<file path="src/rtl/regfile_wb_arbiter_pkg.sv">
// Shared types and helpers for the register-file writeback arbiter.
package regfile_wb_arbiter_pkg;

    // Which source owns the write port in the current cycle.
    typedef enum logic [1:0] {
        GNT_NONE = 2'd0,
        GNT_A    = 2'd1,
        GNT_B    = 2'd2
    } grant_e;

    // Register-address width for a given architectural register count.
    function automatic int unsigned addr_bits(input int unsigned depth);
        return (depth <= 1) ? 1 : $clog2(depth);
    endfunction

endpackage

</file>
<file path="src/rtl/regfile_wb_arbiter_wb_fifo.sv">
// Port-B writeback FIFO: circular buffer with per-entry valid/reg view for hazard lookup.
module wb_fifo #(
    parameter  int unsigned WIDTH   = 32,
    parameter  int unsigned ADDR    = 5,
    parameter  int unsigned B_DEPTH = 2,
    localparam int unsigned PTR_W   = $clog2(B_DEPTH),
    localparam int unsigned CNT_W   = PTR_W + 1
) (
    input  logic                          clk,
    input  logic                          reset,
    input  logic                          push,
    input  logic [ADDR-1:0]               push_reg,
    input  logic [WIDTH-1:0]              push_data,
    input  logic                          pop,
    output logic [CNT_W-1:0]              count,
    output logic [ADDR-1:0]               head_reg_c,
    output logic [WIDTH-1:0]              head_data_c,
    output logic [B_DEPTH-1:0]            ent_valid_c,
    output logic [B_DEPTH-1:0][ADDR-1:0]  ent_reg_c
);

    logic [ADDR-1:0]  mem_reg  [B_DEPTH];
    logic [WIDTH-1:0] mem_data [B_DEPTH];
    logic [PTR_W-1:0] rd_ptr;
    logic [PTR_W-1:0] wr_ptr;

    // Storage, pointers and occupancy; pointers wrap naturally (power-of-two depth).
    always_ff @(posedge clk or posedge reset) begin
        if (reset) begin
            rd_ptr <= '0;
            wr_ptr <= '0;
            count  <= '0;
            for (int unsigned i = 0; i < B_DEPTH; i++) begin
                mem_reg[i]  <= '0;
                mem_data[i] <= '0;
            end
        end else begin
            if (push) begin
                mem_reg[wr_ptr]  <= push_reg;
                mem_data[wr_ptr] <= push_data;
                wr_ptr           <= wr_ptr + PTR_W'(1);
            end
            if (pop) begin
                rd_ptr <= rd_ptr + PTR_W'(1);
            end
            case ({push, pop})
                2'b10:   count <= count + CNT_W'(1);
                2'b01:   count <= count - CNT_W'(1);
                default: count <= count;
            endcase
        end
    end

    // Head entry and occupancy map (slot valid when its distance from rd_ptr < count).
    always_comb begin
        logic [PTR_W-1:0] offset;
        offset      = '0;
        head_reg_c  = mem_reg[rd_ptr];
        head_data_c = mem_data[rd_ptr];
        ent_valid_c = '0;
        ent_reg_c   = '0;
        for (int unsigned i = 0; i < B_DEPTH; i++) begin
            offset         = PTR_W'(i) - rd_ptr;
            ent_valid_c[i] = CNT_W'(offset) < count;
            ent_reg_c[i]   = mem_reg[i];
        end
    end

endmodule

</file>
<file path="src/rtl/regfile_wb_arbiter.sv">
// Arbitrates the register file's single write port between pipeline (A) and buffered long-latency (B) writebacks.
module regfile_wb_arbiter
    import regfile_wb_arbiter_pkg::*;
#(
    parameter  int unsigned WIDTH    = 32,
    parameter  int unsigned DEPTH    = 32,
    parameter  int unsigned B_DEPTH  = 2,
    parameter  int unsigned MAX_WAIT = 4,
    localparam int unsigned ADDR     = addr_bits(DEPTH),
    localparam int unsigned CNT_W    = $clog2(B_DEPTH) + 1
) (
    input  logic             clk,
    input  logic             reset,
    input  logic             a_valid,
    input  logic [ADDR-1:0]  a_reg,
    input  logic [WIDTH-1:0] a_data,
    output logic             a_ready,
    input  logic             b_valid,
    input  logic [ADDR-1:0]  b_reg,
    input  logic [WIDTH-1:0] b_data,
    output logic             b_ready,
    output logic [CNT_W-1:0] b_count,
    input  logic [ADDR-1:0]  q_reg,
    output logic             q_hit,
    output logic             regwrite,
    output logic [ADDR-1:0]  wreg,
    output logic [WIDTH-1:0] wdata
);

    localparam int unsigned WAIT_W = $clog2(MAX_WAIT + 1);

    logic [CNT_W-1:0]               count;
    logic [ADDR-1:0]                head_reg;
    logic [WIDTH-1:0]               head_data;
    logic [B_DEPTH-1:0]             ent_valid;
    logic [B_DEPTH-1:0][ADDR-1:0]   ent_reg;
    logic [WAIT_W-1:0]              wait_cnt;
    logic                           push;
    logic                           force_b;
    grant_e                         grant;
    logic [ADDR-1:0]                sel_reg;
    logic [WIDTH-1:0]               sel_data;

    assign b_ready = count < CNT_W'(B_DEPTH);
    assign push    = b_valid && b_ready;
    assign b_count = count;

    wb_fifo #(
        .WIDTH   (WIDTH),
        .ADDR    (ADDR),
        .B_DEPTH (B_DEPTH)
    ) u_fifo (
        .clk         (clk),
        .reset       (reset),
        .push        (push),
        .push_reg    (b_reg),
        .push_data   (b_data),
        .pop         (grant == GNT_B),
        .count       (count),
        .head_reg_c  (head_reg),
        .head_data_c (head_data),
        .ent_valid_c (ent_valid),
        .ent_reg_c   (ent_reg)
    );

    // Grant selection: A has priority unless B has waited MAX_WAIT A-grants.
    always_comb begin
        grant    = GNT_NONE;
        sel_reg  = a_reg;
        sel_data = a_data;
        force_b  = (count != '0) && (wait_cnt == WAIT_W'(MAX_WAIT));
        if ((count != '0) && (!a_valid || force_b)) begin
            grant    = GNT_B;
            sel_reg  = head_reg;
            sel_data = head_data;
        end else if (a_valid) begin
            grant = GNT_A;
        end
        a_ready = !force_b;
    end

    // Starvation counter: counts A-grants taken while B entries are waiting.
    always_ff @(posedge clk or posedge reset) begin
        if (reset) begin
            wait_cnt <= '0;
        end else if ((count == '0) || (grant == GNT_B)) begin
            wait_cnt <= '0;
        end else if ((grant == GNT_A) && (wait_cnt != WAIT_W'(MAX_WAIT))) begin
            wait_cnt <= wait_cnt + WAIT_W'(1);
        end
    end

    // Registered write port; writes to $0 are consumed without asserting regwrite.
    always_ff @(posedge clk or posedge reset) begin
        if (reset) begin
            regwrite <= 1'b0;
            wreg     <= '0;
            wdata    <= '0;
        end else if (grant != GNT_NONE) begin
            regwrite <= (sel_reg != '0);
            wreg     <= sel_reg;
            wdata    <= sel_data;
        end else begin
            regwrite <= 1'b0;
        end
    end

    // Hazard query: pending write to q_reg in the FIFO or the output stage.
    always_comb begin
        q_hit = 1'b0;
        if (q_reg != '0) begin
            for (int unsigned i = 0; i < B_DEPTH; i++) begin
                if (ent_valid[i] && (ent_reg[i] == q_reg)) begin
                    q_hit = 1'b1;
                end
            end
            if (regwrite && (wreg == q_reg)) begin
                q_hit = 1'b1;
            end
        end
    end

endmodule

</file>
<file path="config.mk">
export PLATFORM = sky130hd
export DESIGN_NAME = regfile_wb_arbiter
export DESIGN_NICKNAME = d
export VERILOG_FILES = /design/src/rtl/regfile_wb_arbiter_pkg.sv /design/src/rtl/regfile_wb_arbiter_wb_fifo.sv /design/src/rtl/regfile_wb_arbiter.sv
export SDC_FILE = /design/constraint.sdc
export NUM_CORES = 1
export LEC_CHECK = 0
export BUFFER_PORTS_ARGS = -buffer_cell sky130_fd_sc_hd__buf_2
export CORE_ASPECT_RATIO = 1.25
export CORE_UTILIZATION = 50
export CTS_CLUSTER_DIAMETER = 150
export DETAILED_ROUTE_END_ITERATION = 6
export GPL_TIMING_DRIVEN = 0
export PLACE_DENSITY = 0.74
export SETUP_SLACK_MARGIN = 0.4
export SLEW_MARGIN = 15
export SYNTH_ARGS = -nofsm -noshare
export SYNTH_HDL_FRONTEND = slang
export SYNTH_SLANG_ARGS = --single-unit
</file>
<file path="constraint.sdc">
create_clock -name clk -period 4.2 [get_ports clk]
set_input_delay 0 -clock clk [delete_from_list [all_inputs] [get_ports clk]]
set_output_delay 0 -clock clk [all_outputs]
set_load 0.005 [all_outputs]
</file>
* Yosys cells after proc, flatten, opt, wreduce, memory -nomap -nowiden *
Index checks and enable logic that the tools add are counted.

word-level totals
  register bits = 119
  bits of input ports = 83
  output and inout bits = 43
  logic and storage cells = 78

operators by class
  add/sub/neg operators = 7
  $lt $le $gt $ge = 6
  equal/unequal tests = 9
  multiplexer cells = 24
  bitwise gates (word level) = 2
  reduce and logical (&&, ||, !) cells = 19

operator list
  kind                   number
  $mux W32               5
  $bwmux W64             1
  $demux W32 S1          1
  $mux W5                5
  $eq A5 B5 Y1           3
  $bwmux W10             1
  $reduce_bool A5 Y1     2
  $logic_and A1 B1 Y1    8
  $reduce_bool A2 Y1     4
  $mux W1                6
  $mux W3                2
  $demux W5 S1           1
  $eq A2 B1 Y1 const B   2
  $eq A2 B2 Y1 const B   2
  $ge A2 B2 Y1 const B   2
  $lt A1 B2 Y1           2
  $not A1 Y2             2
  $pmux W2 S2            1
  $add A3 B1 Y3 const B  1
  $eq A3 B3 Y1 const B   1
  $ne A3 B3 Y1 const B   1
  $add A1 B1 Y1 const B  2
  $add A2 B1 Y2 const B  1
  $logic_not A1 Y1       2
  other kinds (7)        9

* Logic depth before layout (Yosys ltp) *
  depth in word-level cells = 9
  mapped depth = 9
  gate-level depth less buffers = 8

* By module *
From an unflattened synthesis, not the netlist that was laid out.

unflattened totals
  cell total of the unflattened synthesis = 393
  area total of the unflattened synthesis = 5472.7 µm²

by module, submodules not included
  module              times used  cells each  area an instance (µm²)  seq. area each (µm²)
  wb_fifo             1           214         3407.0                  1951.9
  regfile_wb_arbiter  1           179         2065.7                  1026.0

* Worst setup path before layout *
OpenSTA, ideal clock, no wires.

  path type = flip-flop to flip-flop
  from = register wait_cnt[0]
  to = register u_fifo.count[1]
  setup time = 0.080 ns
  data arrival time = 1.653 ns
  data required time = 4.120 ns
  slack = 2.467 ns
  stages on the path, launching flop included = 9
  buffers on the path = 1
  period minus slack after synthesis = 1.733 ns
  cell sequence = dfrtp_1 > inv_1 > ha_1 > nand2_1 > a21oi_2 > buf_2 > ha_1 > nor2_1 > xnor2_1

on the way
  cells in the longest elaborated chain, start to end = 8
  elaborated cells on any way between the ends = 10
  those cells by class = eq/ne: 4; mux: 2; reduce/logical: 4

RTL lines
  element                                                   RTL line                          text
  start, declared                                           regfile_wb_arbiter.sv:37          logic [WAIT_W-1:0] wait_cnt;
  start signal, assigned                                    regfile_wb_arbiter.sv:89          wait_cnt <= wait_cnt + WAIT_W'(1);
  $eq A3 B3 Y1 *                                            regfile_wb_arbiter.sv:71          force_b = (count != '0) && (wait_cnt == WAIT_W'(MAX_WAIT));
  $logic_and A1 B1 Y1 *                                     regfile_wb_arbiter.sv:71
  $logic_or A1 B1 Y1 *                                      regfile_wb_arbiter.sv:72          if ((count != '0) && (!a_valid || force_b)) begin
  $logic_and A1 B1 Y1 *                                     regfile_wb_arbiter.sv:72
  $mux W2 *                                                 regfile_wb_arbiter.sv:72
  $eq A2 B2 Y1 *                                            regfile_wb_arbiter.sv:58          .pop (grant == GNT_B),
  $eq A2 B1 Y1 / $eq A2 B2 Y1 (equally long branches)       regfile_wb_arbiter_wb_fifo.sv:46  case ({push, pop})
  $pmux W2 S2 / $reduce_bool A2 Y1 (equally long branches)  --
  end signal, assigned                                      regfile_wb_arbiter_wb_fifo.sv:47  2'b10: count <= count + CNT_W'(1);
  end signal, assigned                                      regfile_wb_arbiter_wb_fifo.sv:48  2'b01: count <= count - CNT_W'(1);
  end signal, assigned                                      regfile_wb_arbiter_wb_fifo.sv:49  default: count <= count;
  end, declared                                             regfile_wb_arbiter_wb_fifo.sv:15  output logic [CNT_W-1:0] count,

Mark *: on every way between the ends. The rest lies on a longest branch, timed or not.
A chain may end at the register's enable or synchronous reset.

* Final worst setup path *
Ends and elaborated chain as after synthesis.

==> metrics.md <==
| Metric | Value |
|---|---|
| VDD IR-drop max | `between 300 and 400 µV` |
| Worst-margin pin slew | `around 0.67 ns` |
| Gr usage total | `25.5%` |
| IO Count | `between 100 and 150` |
| Die ar. | `11,400 µm²` |
| FP Rows | `42` |
| Post-synth net total | `slightly above 500` |
| Setup ws final | `~2.1 ns` |
| Post-DRT Antenna Nets | `0` |
| Antenna violations before repair | `0` |
| CTS Sinks | `around 120` |
| Synth Area in XOR/XNOR | `~3.2%` |
| Syn. warnings | `0` |
| Highest-count cells in the layout ignoring fill and taps | `buf_2 (138), dfrtp_1 (119), mux2_2 (109)` |
| Top-area cell type share of the netlist area | `between 50 and 60%` |
| Area contributors post-synth | `dfrtp_1 (54%), mux2_2 (22%), mux2i_1 (7.0%)` |
| CTS tree | `done` |
| Register area share after synthesis | `about 54%` |
| Final hold violation count | `0` |
| Number of global-route vias before repair | `~4.4k` |
| Largest family of logic cells by synthesized area | `multiplexers` |
| Chip Height | `approximately 120 µm` |
| PortBufs | `approximately 130` |
| Worst EP arrival | `approximately 2.5 ns` |
| Antenna cells | `0` |
| Commonest non-fill, non-tap cell in the layout | `buf_2` |
| H-tree Lvls | `4` |
| Initial Utilization | `just over 50%` |
| Required @ worst endpoint | `4.52 ns` |
| Share of layout cells above drive strength 1 | `between 40% and 50%` |
| Detailed-route via count | `around 4.2k` |
| Area grow syn2layout | `39.4%` |
| Synthesized area | `~5500 µm²` |
| CTS Buffer Depth | `2` |
| Synth Area in Simple Gates | `under 10%` |
| Clock Latency Late Sink | `a little over 0.4 ns` |
| Final Setup Violations | `0` |
| Area leader, netlist | `dfrtp_1` |
| Crit path time final | `about 2.1 ns` |
| Worst setup EP type | `register` |
| Finished Core Util | `about 70%` |
| Max capacitance violation total | `0` |
| RSZ-0062 raised after global routing | `false` |
| Pre-CTS setup slack | `approximately 2.1 ns` |
| Drt total wl | `around 13 mm` |
| First-pass GRT wire length | `about 22 mm` |
| Mean Syn Cell Area | `12.9 µm²` |
| DRT Pass-1 Iters | `4` |
| Post-synthesis compound-gate area fraction | `under 10%` |
| Total CTS buffers | `17` |
| Die width | `approximately 96 µm` |
| Worst Skew | `0.0138 ns` |
| Synthesis-stage register bit count | `~120` |
| Vias/cell | `roughly 5.3` |
| Adder and majority cell fraction of the synthesized area | `0.686%` |
| Grt ovf | `0` |
| Worst min-delay path category | `in -> async` |
| Post-DP HPWL | `8.81 mm` |
| Startpoint Class | `register` |
| Clock-pin slew on the worst setup and hold paths | `around 0.050 ns` |
| Critical path type | `reg -> reg` |
| NumNets Final | `roughly 730` |
| Multiplexer area fraction after synthesis | `~30%` |
| Cells after Synth | `around 430` |
| Slew Viols, Final | `0` |
| Wire length per cell | `between 15 and 20 µm` |
| Status | `finished clean` |
| Post-CTS Resized | `0` |
| Slew margin rel. | `a little under three fifths` |
| Initial DRC count | `180` |
| Period utilisation layout | `roughly half` |
| DR DRC count | `0` |
| Max Clk Rate | `between 0.4 and 0.5 GHz` |
| Final Wtd Congestion | `0.789` |
| Synth cell types | `29` |
| Power Density | `between 700 and 800 nW/µm²` |
| Largest net degree at the start of global routing | `80` |
| Clk root buf | `clkbuf_16` |
| Crit Path Max Fanout | `10` |
| Core area | `around 11,000 µm²` |
| LEAKAGE | `approximately 3.5 nW` |
==> registers in the layout, indices dropped and copies added (netlist names) <==
signal            cells
regwrite              1
u_fifo.count          2
u_fifo.ent_reg_c     10
u_fifo.mem_data      64
u_fifo.rd_ptr         1
u_fifo.wr_ptr         1
wait_cnt              3
wdata                32
wreg                  5
==> Yosys cell counts <==
cell type and count:
a211oi_1 1, a21oi_1 2, a21oi_2 2, a32oi_1 1
and4b_1 1, buf_2 13, buf_4 2, clkbuf_1 9
dfrtp_1 119, ha_1 3, inv_1 3, inv_2 1
mux2_1 2, mux2_2 109, mux2i_1 38, nand2_1 39
nand2b_1 1, nand3_1 1, nor2_1 5, nor2_4 1
nor3_1 4, nor3b_1 1, nor4_1 3, o21ai_0 32
o21ai_1 7, or2_2 1, or4_1 4, xnor2_1 5
xor2_1 15
==> routing by layer <==
| layer | routed length [µm] | vias to the layer above | global-route usage [%] |
|---|---|---|---|
| met5 | 0 | - | 0 |
| met4 | 321 | 0 | 10.4 |
| met3 | 484 | 27 | 5.87 |
| met2 | 7050 | 116 | 43.7 |
| met1 | 5510 | 2110 | 30.3 |
| li1 | - | 1952 | - |
==> worst max-delay path, stage by stage (launching register included) <==
cell     delay (ns)
dfrtp_1        0.39
inv_1          0.07
ha_1           0.16
nand2_1        0.11
a21oi_2        0.33
buf_2          0.37
ha_1           0.32
nor2_1         0.14
xnor2_1        0.13
==> repair_timing <==
action / CTS / global route
setup buffers: 0 / 0
hold buffers: 77 / 0
hold endpoints to repair: 156 / 0
==> report_power, final <==
part	switching, mW	leakage, nW	internal (mW)
clock	0.488	0.271	0.867
sequential	0.344	1.42	1.74
combinational	0.894	1.77	1.12
==> stage by stage <==
step	TNS, ns	instances	power, mW	area [µm²]	hold slack, ns
2_1_floorplan	0	425	3.40	5470	0.135
3_3_place_gp	-16.27	682	3.94	6260	0.231
3_5_place_dp	0	683	4.05	6290	0.0320
4_1_cts	0	791	5.47	7620	0.152
5_1_grt	0	791	5.77	7620	0.193
6_report	0	791	5.45	7620	0.157
==> kinds of logic after synthesis <==
| kind of cell | after synthesis |
|---|---|
| and+or+nand+nor | 61 |
| adders and majority gates | 3 |
| xor gates and xnor gates | 20 |
| AOI/OAI and AO/OA | 45 |
| muxes | 149 |
| buffers and inverters | 28 |
| DFF | 119 |
==> cell type report <==
| type | count | area (µm²) |
|---|---|---|
| repair buffers | 203 | 1420 |
| clock inverters | 8 | 72.6 |
| fillers | 723 | 2990 |
| plain buffers | 24 | 114 |
| flip-flops and latches | 119 | 2980 |
| well taps | 132 | 165 |
| clock buffers | 23 | 488 |
| inverters | 4 | 20.0 |
| multi-input cells | 278 | 2360 |
==> final timing paths <==
path / startpoint / slack [ns] / endpoint / cells past startpoint
worst max-delay path: wait_cnt[0] / 2.07 / u_fifo.count[1] / 8
worst min-delay path: reset / 0.16 / u_fifo.mem_data[37] / 3
worst max register to register: wait_cnt[0] / 2.07 / u_fifo.count[1] / 8
worst min register to register: wait_cnt[0] / 0.47 / wait_cnt[0] / 1
max in group asynchronous: reset / 3.32 / u_fifo.rd_ptr / 4
min in group clk: b_data[20] / 0.36 / u_fifo.mem_data[52] / 3
(Power assumes the default switching activity.)
